**src/rtl/vadd_pkg.sv**
```systemverilog
// Shared types and helpers for the vector-add sequencer.
package vadd_pkg;

  localparam int unsigned DEF_ADDR_W = 10;
  localparam int unsigned DEF_DATA_W = 32;

  typedef enum logic [1:0] {
    IDLE  = 2'd0,
    ISSUE = 2'd1,
    DRAIN = 2'd2,
    DONE  = 2'd3
  } state_t;

  // Signed overflow from operand/result sign bits; independent of data width.
  function automatic logic add_ovf(input logic sign_a, input logic sign_b, input logic sign_s);
    return (sign_a == sign_b) && (sign_s != sign_a);
  endfunction

endpackage

```
**src/rtl/vadd_seq_if.sv**
```systemverilog
// Host control and RAM port bundle of the vector-add sequencer.
interface vadd_seq_if #(
  parameter int unsigned ADDR_W = 10,
  parameter int unsigned DATA_W = 32
);
  logic              start;
  logic [ADDR_W:0]   len;
  logic              abort;
  logic              busy;
  logic              done;
  logic              host_gnt;
  logic              ra_en;
  logic [ADDR_W-1:0] ra_addr;
  logic [DATA_W-1:0] ra_dout;
  logic              rb_en;
  logic [ADDR_W-1:0] rb_addr;
  logic [DATA_W-1:0] rb_dout;
  logic              ws_en;
  logic [ADDR_W-1:0] ws_addr;
  logic [DATA_W-1:0] ws_din;
  logic              ovf;

  modport master (
    input  start, len, abort, ra_dout, rb_dout,
    output busy, done, host_gnt, ra_en, ra_addr, rb_en, rb_addr,
           ws_en, ws_addr, ws_din, ovf
  );

  modport slave (
    output start, len, abort, ra_dout, rb_dout,
    input  busy, done, host_gnt, ra_en, ra_addr, rb_en, rb_addr,
           ws_en, ws_addr, ws_din, ovf
  );
endinterface

```
**src/rtl/vadd_add_stage.sv**
```systemverilog
// Registered signed add with overflow flag; saturates when VADD_SAT_EN is defined.
module vadd_add_stage
  import vadd_pkg::*;
#(
  parameter int unsigned DATA_W = DEF_DATA_W
) (
  input  logic              clk,
  input  logic              rst_n,
  input  logic [DATA_W-1:0] a,
  input  logic [DATA_W-1:0] b,
  output logic [DATA_W-1:0] sum,
  output logic              ovf
);

  logic [DATA_W-1:0] raw_c;
  logic [DATA_W-1:0] res_c;
  logic              ovf_c;

  always_comb begin
    raw_c = a + b;
    ovf_c = add_ovf(a[DATA_W-1], b[DATA_W-1], raw_c[DATA_W-1]);
    res_c = raw_c;
`ifdef VADD_SAT_EN
    // Both operands share a sign on overflow, so that sign picks the rail.
    if (ovf_c) res_c = a[DATA_W-1] ? {1'b1, {(DATA_W-1){1'b0}}} : {1'b0, {(DATA_W-1){1'b1}}};
`endif
  end

  always_ff @(posedge clk or negedge rst_n) begin
    if (!rst_n) begin
      sum <= '0;
      ovf <= 1'b0;
    end else begin
      sum <= res_c;
      ovf <= ovf_c;
    end
  end

endmodule

```
**src/rtl/vadd_seq.sv**
```systemverilog
// Vector-add sequencer: streams A/B reads, adds, writes S with 2-cycle issue-to-write latency.
// Build option: VADD_SAT_EN selects saturating sums instead of wrapping.
module vadd_seq
  import vadd_pkg::*;
#(
  parameter int unsigned ADDR_W = DEF_ADDR_W,
  parameter int unsigned DATA_W = DEF_DATA_W
) (
  input logic        clk,
  input logic        rst_n,
  vadd_seq_if.master bus
);

  localparam int unsigned CNT_W = ADDR_W + 1;
  localparam logic [CNT_W-1:0] CNT_ONE = CNT_W'(1);

  state_t            state, state_nxt;
  logic [CNT_W-1:0]  len_q, len_nxt, cnt, cnt_nxt;
  logic              ra_en, ra_en_nxt;
  logic [ADDR_W-1:0] ra_addr, ra_addr_nxt;
  logic              v1, v2;
  logic [ADDR_W-1:0] a1, a2;
  logic              busy_q, done_q, gnt_q, ovf_q, ovf_nxt;
  logic [DATA_W-1:0] sum;
  logic              sum_ovf;
  logic              kill_c;

  vadd_add_stage #(.DATA_W(DATA_W)) u_add (
    .clk   (clk),
    .rst_n (rst_n),
    .a     (bus.ra_dout),
    .b     (bus.rb_dout),
    .sum   (sum),
    .ovf   (sum_ovf)
  );

  assign kill_c = (state != IDLE) && bus.abort;

  // Next state, read issue and sticky overflow
  always_comb begin
    state_nxt   = state;
    len_nxt     = len_q;
    cnt_nxt     = cnt;
    ra_en_nxt   = 1'b0;
    ra_addr_nxt = ra_addr;
    ovf_nxt     = ovf_q | (v2 & sum_ovf);
    unique case (state)
      IDLE: begin
        if (bus.start) begin
          ovf_nxt = 1'b0;
          len_nxt = bus.len;
          if (bus.len == '0) begin
            state_nxt = DONE;
          end else begin
            state_nxt   = ISSUE;
            ra_en_nxt   = 1'b1;
            ra_addr_nxt = '0;
            cnt_nxt     = CNT_ONE;
          end
        end
      end
      ISSUE: begin
        if (cnt == len_q) begin
          state_nxt = DRAIN;
        end else begin
          ra_en_nxt   = 1'b1;
          ra_addr_nxt = cnt[ADDR_W-1:0];
          cnt_nxt     = cnt + CNT_ONE;
        end
      end
      // v1 low means the last write is now in stage 2, so DONE follows it.
      DRAIN:   if (!v1) state_nxt = DONE;
      DONE:    state_nxt = IDLE;
      default: state_nxt = IDLE;
    endcase
    if (kill_c) begin
      state_nxt = IDLE;
      ra_en_nxt = 1'b0;
    end
  end

  always_ff @(posedge clk or negedge rst_n) begin
    if (!rst_n) begin
      state   <= IDLE;
      len_q   <= '0;
      cnt     <= '0;
      ra_en   <= 1'b0;
      ra_addr <= '0;
      v1      <= 1'b0;
      v2      <= 1'b0;
      a1      <= '0;
      a2      <= '0;
      busy_q  <= 1'b0;
      done_q  <= 1'b0;
      gnt_q   <= 1'b1;
      ovf_q   <= 1'b0;
    end else begin
      state   <= state_nxt;
      len_q   <= len_nxt;
      cnt     <= cnt_nxt;
      ra_en   <= ra_en_nxt;
      ra_addr <= ra_addr_nxt;
      v1      <= ra_en & ~kill_c;
      v2      <= v1 & ~kill_c;
      a1      <= ra_addr;
      a2      <= a1;
      busy_q  <= (state_nxt != IDLE);
      done_q  <= (state_nxt == DONE);
      gnt_q   <= (state_nxt == IDLE);
      ovf_q   <= ovf_nxt;
    end
  end

  assign bus.busy     = busy_q;
  assign bus.done     = done_q;
  assign bus.host_gnt = gnt_q;
  assign bus.ra_en    = ra_en;
  assign bus.ra_addr  = ra_addr;
  assign bus.rb_en    = ra_en;
  assign bus.rb_addr  = ra_addr;
  assign bus.ws_en    = v2;
  assign bus.ws_addr  = a2;
  assign bus.ws_din   = sum;
  assign bus.ovf      = ovf_q;

endmodule

```
**src/flat_wrapper.sv**
```systemverilog
// flat-port wrapper written by rule: the top's interface ports become plain ports
module vadd_seq_flat import vadd_pkg::*;
#(
  parameter int unsigned ADDR_W = DEF_ADDR_W,
  parameter int unsigned DATA_W = DEF_DATA_W
)
  (clk, rst_n, bus_start, bus_len, bus_abort, bus_ra_dout, bus_rb_dout, bus_busy, bus_done, bus_host_gnt, bus_ra_en, bus_ra_addr, bus_rb_en, bus_rb_addr, bus_ws_en, bus_ws_addr, bus_ws_din, bus_ovf);
  vadd_seq_if #(.ADDR_W(ADDR_W), .DATA_W(DATA_W)) bus_i ();
  input logic clk;
  input logic rst_n;
  input wire logic [$bits(bus_i.start)-1:0] bus_start;
  input wire logic [$bits(bus_i.len)-1:0] bus_len;
  input wire logic [$bits(bus_i.abort)-1:0] bus_abort;
  input wire logic [$bits(bus_i.ra_dout)-1:0] bus_ra_dout;
  input wire logic [$bits(bus_i.rb_dout)-1:0] bus_rb_dout;
  output wire logic [$bits(bus_i.busy)-1:0] bus_busy;
  output wire logic [$bits(bus_i.done)-1:0] bus_done;
  output wire logic [$bits(bus_i.host_gnt)-1:0] bus_host_gnt;
  output wire logic [$bits(bus_i.ra_en)-1:0] bus_ra_en;
  output wire logic [$bits(bus_i.ra_addr)-1:0] bus_ra_addr;
  output wire logic [$bits(bus_i.rb_en)-1:0] bus_rb_en;
  output wire logic [$bits(bus_i.rb_addr)-1:0] bus_rb_addr;
  output wire logic [$bits(bus_i.ws_en)-1:0] bus_ws_en;
  output wire logic [$bits(bus_i.ws_addr)-1:0] bus_ws_addr;
  output wire logic [$bits(bus_i.ws_din)-1:0] bus_ws_din;
  output wire logic [$bits(bus_i.ovf)-1:0] bus_ovf;
  assign bus_i.start = bus_start;
  assign bus_i.len = bus_len;
  assign bus_i.abort = bus_abort;
  assign bus_i.ra_dout = bus_ra_dout;
  assign bus_i.rb_dout = bus_rb_dout;
  assign bus_busy = bus_i.busy;
  assign bus_done = bus_i.done;
  assign bus_host_gnt = bus_i.host_gnt;
  assign bus_ra_en = bus_i.ra_en;
  assign bus_ra_addr = bus_i.ra_addr;
  assign bus_rb_en = bus_i.rb_en;
  assign bus_rb_addr = bus_i.rb_addr;
  assign bus_ws_en = bus_i.ws_en;
  assign bus_ws_addr = bus_i.ws_addr;
  assign bus_ws_din = bus_i.ws_din;
  assign bus_ovf = bus_i.ovf;
  vadd_seq #(.ADDR_W(ADDR_W), .DATA_W(DATA_W)) u_core (.clk(clk), .rst_n(rst_n), .bus(bus_i));
endmodule
```
**config.mk**
```make
export PLATFORM = sky130hd
export DESIGN_NAME = vadd_seq_flat
export DESIGN_NICKNAME = d
export VERILOG_FILES = /design/src/rtl/vadd_pkg.sv /design/src/rtl/vadd_seq_if.sv /design/src/rtl/vadd_add_stage.sv /design/src/rtl/vadd_seq.sv /design/src/flat_wrapper.sv
export SDC_FILE = /design/constraint.sdc
export NUM_CORES = 1
export LEC_CHECK = 0
export ABC_AREA = 1
export CAP_MARGIN = 25
export CORE_MARGIN = 5
export CORE_UTILIZATION = 43
export CTS_BUF_LIST = sky130_fd_sc_hd__clkbuf_8
export DETAILED_ROUTE_END_ITERATION = 10
export DONT_BUFFER_PORTS = 1
export GPL_ROUTABILITY_DRIVEN = 1
export PLACE_DENSITY = 0.6
export SLEW_MARGIN = 20
export SYNTH_ARGS = -nofsm -noshare
export SYNTH_HDL_FRONTEND = slang
export SYNTH_SLANG_ARGS = --single-unit
```
**constraint.sdc**
```tcl
create_clock -name clk -period 2.3 [get_ports clk]
set_input_delay 0.23 -clock clk [delete_from_list [all_inputs] [get_ports clk]]
set_output_delay 0.23 -clock clk [all_outputs]
set_load 0.03 [all_outputs]
```
Word level (Yosys, flattened, before mapping)
Cells that the tools add are included.

Flip-flop bits (word level): 94. Bits in latches: 0. Bits in writable memories: 0. ROM bits: 0. Input port bits: 79. Output and inout bits: 69. Logic and storage cells: 63. Memories kept: 0.

Add/subtract/negate cells: 2. Multiply operators: 0. Div/mod/pow operators: 0. $lt $le $gt $ge: 0. Equality and inequality tests: 10. Shifts and indexed selects: 0. Multiplexer cells: 21. Bitwise logic cells: 5. Reductions and logical operators: 10.

Operators with widths (number): $mux 11 (3); $add 32x32->32 (1); $mux 10 (3); $pmux 11 s2 (1); $pmux 10 s2 (1); $add 11x1->11 const B (1); $eq 11x11->1 (1); $logic_not 11->1 (1); $mux 2 (5); $pmux 2 s4 (1); $eq 2x2->1 const B (3); $mux 1 (6); $ne 2x2->1 const B (3); $reduce_bool 2->1 (3); $logic_not 2->1 (2); $reduce_and 4->1 (1); $and 1x1->1 (3); $eq 2x1->1 const B (1); $logic_and 1x1->1 (2); $pmux 1 s2 (1); $reduce_and 2->1 (1); $eq 1x1->1 (1); $ne 1x1->1 (1); $not 1->1 (1); $or 1x1->1 (1).

Depth between registers and ports, before layout
Word-level depth: 6. Depth in mapped cells: 12. Gate-level depth less buffers: 12.

Cells and area by module
From an unflattened synthesis, not the netlist that was laid out.

Cells, all modules: 820. Area, all modules: 5999.5 sq um.

By module, submodules not included: vadd_add_stage (times used 1, cells each 530, area an instance 3296.9 sq um, seq. area each 825.8 sq um); vadd_seq (times used 1, cells each 290, area an instance 2702.6 sq um, seq. area each 1527.7 sq um).

Worst setup path before layout
Ideal clock, no wire load.

Path type: in2reg. Start point: in bus_rb_dout[0]. End point: reg u_core.u_add.sum[30]. Library setup time: 0.116 ns. Arrival time: 1.576 ns. Data required time: 2.184 ns. Setup slack: 0.607 ns. Stages: 12. Path buffers: 0. Cell sequence: ha_1 -> fa_1 -> nand3_1 -> nand3_1 -> nand2_1 -> nand2_1 -> nand2_1 -> nand2_1 -> nand2_1 -> nand2_1 -> nand2_1 -> nand2_1.

Longest elaborated chain between the ends: 1.

Ends and longest elaborated chain: start, declared (RTL line flat_wrapper.sv:15) `input wire logic [$bits(bus_i.rb_dout)-1:0] bus_rb_dout;`; $add 32x32->32 (RTL line vadd_add_stage.sv:20) `raw_c = a + b;`; via u_core.u_add.raw_c[30] (RTL line vadd_add_stage.sv:15) `logic [DATA_W-1:0] raw_c;`; end signal, assigned (RTL line vadd_add_stage.sv:34) `sum <= res_c;`; end, declared (RTL line vadd_add_stage.sv:11) `output logic [DATA_W-1:0] sum,`.

The timed path passes the listed nets, and every way through them passes these cells. A chain may end at the register's enable or synchronous reset.

Worst setup path in the final report
Start point: in bus_ra_dout[0]. End point: reg u_core.u_add.sum[30].

Longest elaborated chain between the ends: 1.

Ends and longest elaborated chain: start, declared (RTL line flat_wrapper.sv:14) `input wire logic [$bits(bus_i.ra_dout)-1:0] bus_ra_dout;`; $add 32x32->32 (RTL line vadd_add_stage.sv:20); via u_core.u_add.raw_c[30] (RTL line vadd_add_stage.sv:15).

The timed path passes the listed nets, and every way through them passes these cells.

==> results_dict.tcl <==
set metrics [dict create \
    status "finished with violations" \
    violations "hold timing" \
    nFillCells 1350 \
    synth_fp_nets 921 \
    antenna_cells 0 \
    worstReg2RegEnd "u_core.cnt[10]$_DFFE_PN0P_" \
    finalSetupTns_ns 0 \
    unrepaired_setup_endpoints_after_global_routing "no" \
    ys_seq_area_share_pct 40.64 \
    design.portCount 148 \
    synthSimpleGateAreaFrac_pct 31.69 \
    synth_enable_flop_cells 0 \
    buffer_ports.inserted 0 \
    ys_async_sr_fraction_pct 100.0 \
    synthCells 809 \
    floorplan.die.width_um 126.1 \
    slew-limit-headroom_pct 58.72 \
    cts_buffer_count 9 \
    cts.sinks 94 \
    drc 0 \
    critical_path.startpoint "bus_ra_dout[0]" \
    endpoint "u_core.u_add.sum[30]$_DFF_PN0_" \
    finalHoldViolations 94 \
    final-max-slew-violation-count 0 \
    synth_cell_types 34 \
    syn_area_um2 5792 \
    max_slew.worst_pin.slew_ns 0.6193 \
    cellPowerDensity_nw_per_um2 876.1 \
    post-cts-setup-buffers 0 \
    skew_ns 0.008789 \
    number_of_antenna_violations_at_the_first_check_in_global_routing 0 \
    holdBufCountCts 15 \
    critical_path_arrival_ns 2.35 \
    synth_mux_area_share_pct 0 \
    detailed_place.area_um2 5901 \
    fraction_of_final_layout_cells_with_drive_strength_greater_than_1_pct 4.606 \
    worstSetupStartpointType "primary input" \
    worst_r2r_setup_slack_ns 0.45 \
    finalSetupViolations 0 \
    via_count 4898 \
    fp.dieArea_um2 15890 \
    dpl.hpwl_um 11800 \
    clk-insertion-delay-late_ns 0.39 \
    global_route.usage.total_pct 19.06 \
    fmax_mhz 485.0 \
    syn_to_final_growth_pct 7.950 \
    syn_avg_cell_area_um2 7.159 \
    combinational_family_with_the_most_area_after_synthesis "simple AND/OR/NAND/NOR gates" \
    vias_in_the_first_global_route 4853 \
    grt_start_max_net_pins 95 \
    placementRows 42 \
    detail_route.wirelength_um 14880 \
    timing.final.ws_setup_ns 0.2383 \
    crit-reg2reg-launch "u_core.cnt[5]$_DFFE_PN0P_" \
    final_area_um2 6252 \
    overall_overflow_remaining_after_global_route 0 \
    critical_path_required_ns 2.59 \
    fin_hold_ws_ns -0.4815 \
    cts-root-buf "clkbuf_8" \
    synth-adder-area-share_pct 7.259 \
    design.final.nets 932 \
    fp.dieH_um 126.1 \
    drt-vias-per-instance 4.893 \
    clkTransAtPathRegs_ns 0.11 \
    worstSetupEndpointType "flop" \
    ant_nets 0 \
    final.period_utilization_pct 89.64 \
    drv_cap 0 \
    crit_path_max_fanout 5 \
    cts_tree "done" \
    detailed_route_iter0_violations 291 \
    dominantRegCellSynth "dfrtp_1" \
    synthXorXnorAreaFrac_pct 3.781 \
    start_util_pct 43.74 \
    place.gp.congestion 0.8710 \
    timing.final.crit_period_ns 2.062 \
    worst_hold_path_type "primary input to asynchronous set/reset pin" \
    startpoint_to_endpoint_class_of_the_critical_path "primary input to flop" \
    grt_first_pass_wirelength_um 24270 \
    cts-root-to-sink-buffers 2 \
    synthesis_warnings 0 \
    place_ws_ns 0.3350 \
    average_wire_per_cell_in_the_routed_design_um 14.87 \
    ir_drop_mv 0.3752 \
    core_area_um2 13240 \
    synth_compound_area_share_pct 6.286 \
    drt-pass1-iter-count 5 \
    synth.ff_latch_count 94 \
    r2r_cells 10 \
    h-tree-depth 3 \
    p_leak_nw 3.450 \
]
==> metal layers <==
metal / global-route usage [%] / vias up / wire length (µm)
met5: 0 / - / 0
met4: 5.237 / 0 / 197
met3: 5.461 / 19 / 929
met2: 29.77 / 132 / 6589
met1: 26.01 / 2228 / 7165
li1: - / 2519 / -
==> worst max-delay path: stages <==
cell and delay (ns):
dlygate4sd3_1 0.55, ha_1 0.22, fa_1 0.43, nand3_1 0.11, nand3_2 0.14, nand2_1 0.09, nand2_1 0.09, nand2_1 0.09
nand2_1 0.13, nand2_1 0.11, nand2_1 0.06, nand2_1 0.06, nand2_1 0.05
==> sequential cells by signal, indices dropped and copies added (netlist names), 2 cells and up <==
name                cells
u_core.cnt             11
u_core.bus.ra_addr     10
u_core.u_add.sum       32
u_core.bus.ws_addr     10
u_core.a1              10
u_core.state            2
u_core.len_q           11
==> worst min-delay path by stage <==
stage          startpoint                        endpoint  slack (ns)  cells after the start
5_1_grt             rst_n  u_core.u_add.sum[10]$_DFF_PN0_       -0.51                      0
4_1_cts             rst_n  u_core.u_add.sum[10]$_DFF_PN0_       -0.51                      0
3_5_place_dp        rst_n   u_core.u_add.sum[2]$_DFF_PN0_       -0.06                      0
6_report            rst_n  u_core.u_add.sum[10]$_DFF_PN0_       -0.48                      0
3_3_place_gp        rst_n   u_core.u_add.sum[4]$_DFF_PN0_       -0.06                      0
2_1_floorplan       rst_n          u_core.a1[0]$_DFF_PN0_       -0.07                      0
==> layout make-up <==
cell class,count,area (µm²),area share [%]
well taps,176,220.2,3.522
repair buffers,17,165.2,2.642
clock inverters,7,72.57,1.161
inverters,126,473.0,7.565
multi-input cells,572,2844,45.49
clock buffers,9,123.9,1.981
flip-flops and latches,94,2354,37.64
==> cell usage after synthesis (5+ instances only) <==
cell type	n	share of area, %
ha_1	32	6.9
buf_4	12	1.6
o21ai_2	5	0.76
o21ai_1	6	0.52
a21oi_1	26	2.2
inv_2	6	0.39
xor2_1	20	3.0
inv_1	119	7.7
o21ai_0	23	2.0
nor2_1	75	4.9
dfrtp_1	93	40
nand2_1	292	19
xnor2_1	5	0.76
nor3_1	12	1.0
nand4_1	10	1.1
nand3_1	47	4.1
==> cells in the final DEF (no fill, tap or decap) <==
master and instances:
o21ai_2 5, nand3_1 46, o21ai_0 23, and2_1 1
nor2_2 1, inv_2 6, xor2_1 20, nand2_2 1
inv_6 2, dfrtp_1 93, inv_8 1, nor3b_1 1
or2_2 1, clkbuf_8 9, dlygate4sd3_1 15, ha_1 32
nand2_4 2, inv_1 120, clkinv_2 2, clkinv_1 1
nor2_1 75, nand4_1 10, xnor2_1 5, nor4_1 2
dfstp_2 1, nand2_1 292, buf_4 2, nor2_4 2
o21ai_1 6, o21bai_1 4, fa_1 1, bufinv_16 1
nand3_2 2, a21oi_1 26, a21o_1 2, nor3_1 12
==> where the power goes <==
group | switching, mW | internal, mW | total (mW) | leakage, nW
Sequential | 0.766 | 2.03 | 2.80 | 1.20
Combinational | 1.03 | 0.516 | 1.54 | 2.14
Clock | 0.630 | 0.511 | 1.14 | 0.107
==> through the flow <==
step | instances | power (mW) | hold WS (ns) | utilization (%)
6_report | 1001 | 5.477 | -0.4815 | 47.21
5_1_grt | 1001 | 5.897 | -0.5077 | 47.21
4_1_cts | 1001 | 5.549 | -0.5057 | 47.18
3_5_place_dp | 970 | 4.360 | -0.06183 | 44.56
3_3_place_gp | 970 | 4.325 | -0.06304 | 44.56
2_1_floorplan | 809 | 4.045 | -0.06559 | -
==> cell families after synthesis <==
logic type	count (synthesis)
compound gates	66
xor+xnor	25
fa+ha+maj	33
buf+inv	143
flops	94
simple gates	448
==> what timing repair did <==
item                                    in CTS  in global routing
endpoints found under the setup margin       0                  1
hold endpoints to repair                   107                 94
gates resized for setup                      0                  1
Note: power is estimated with default switching activity, not from simulation.
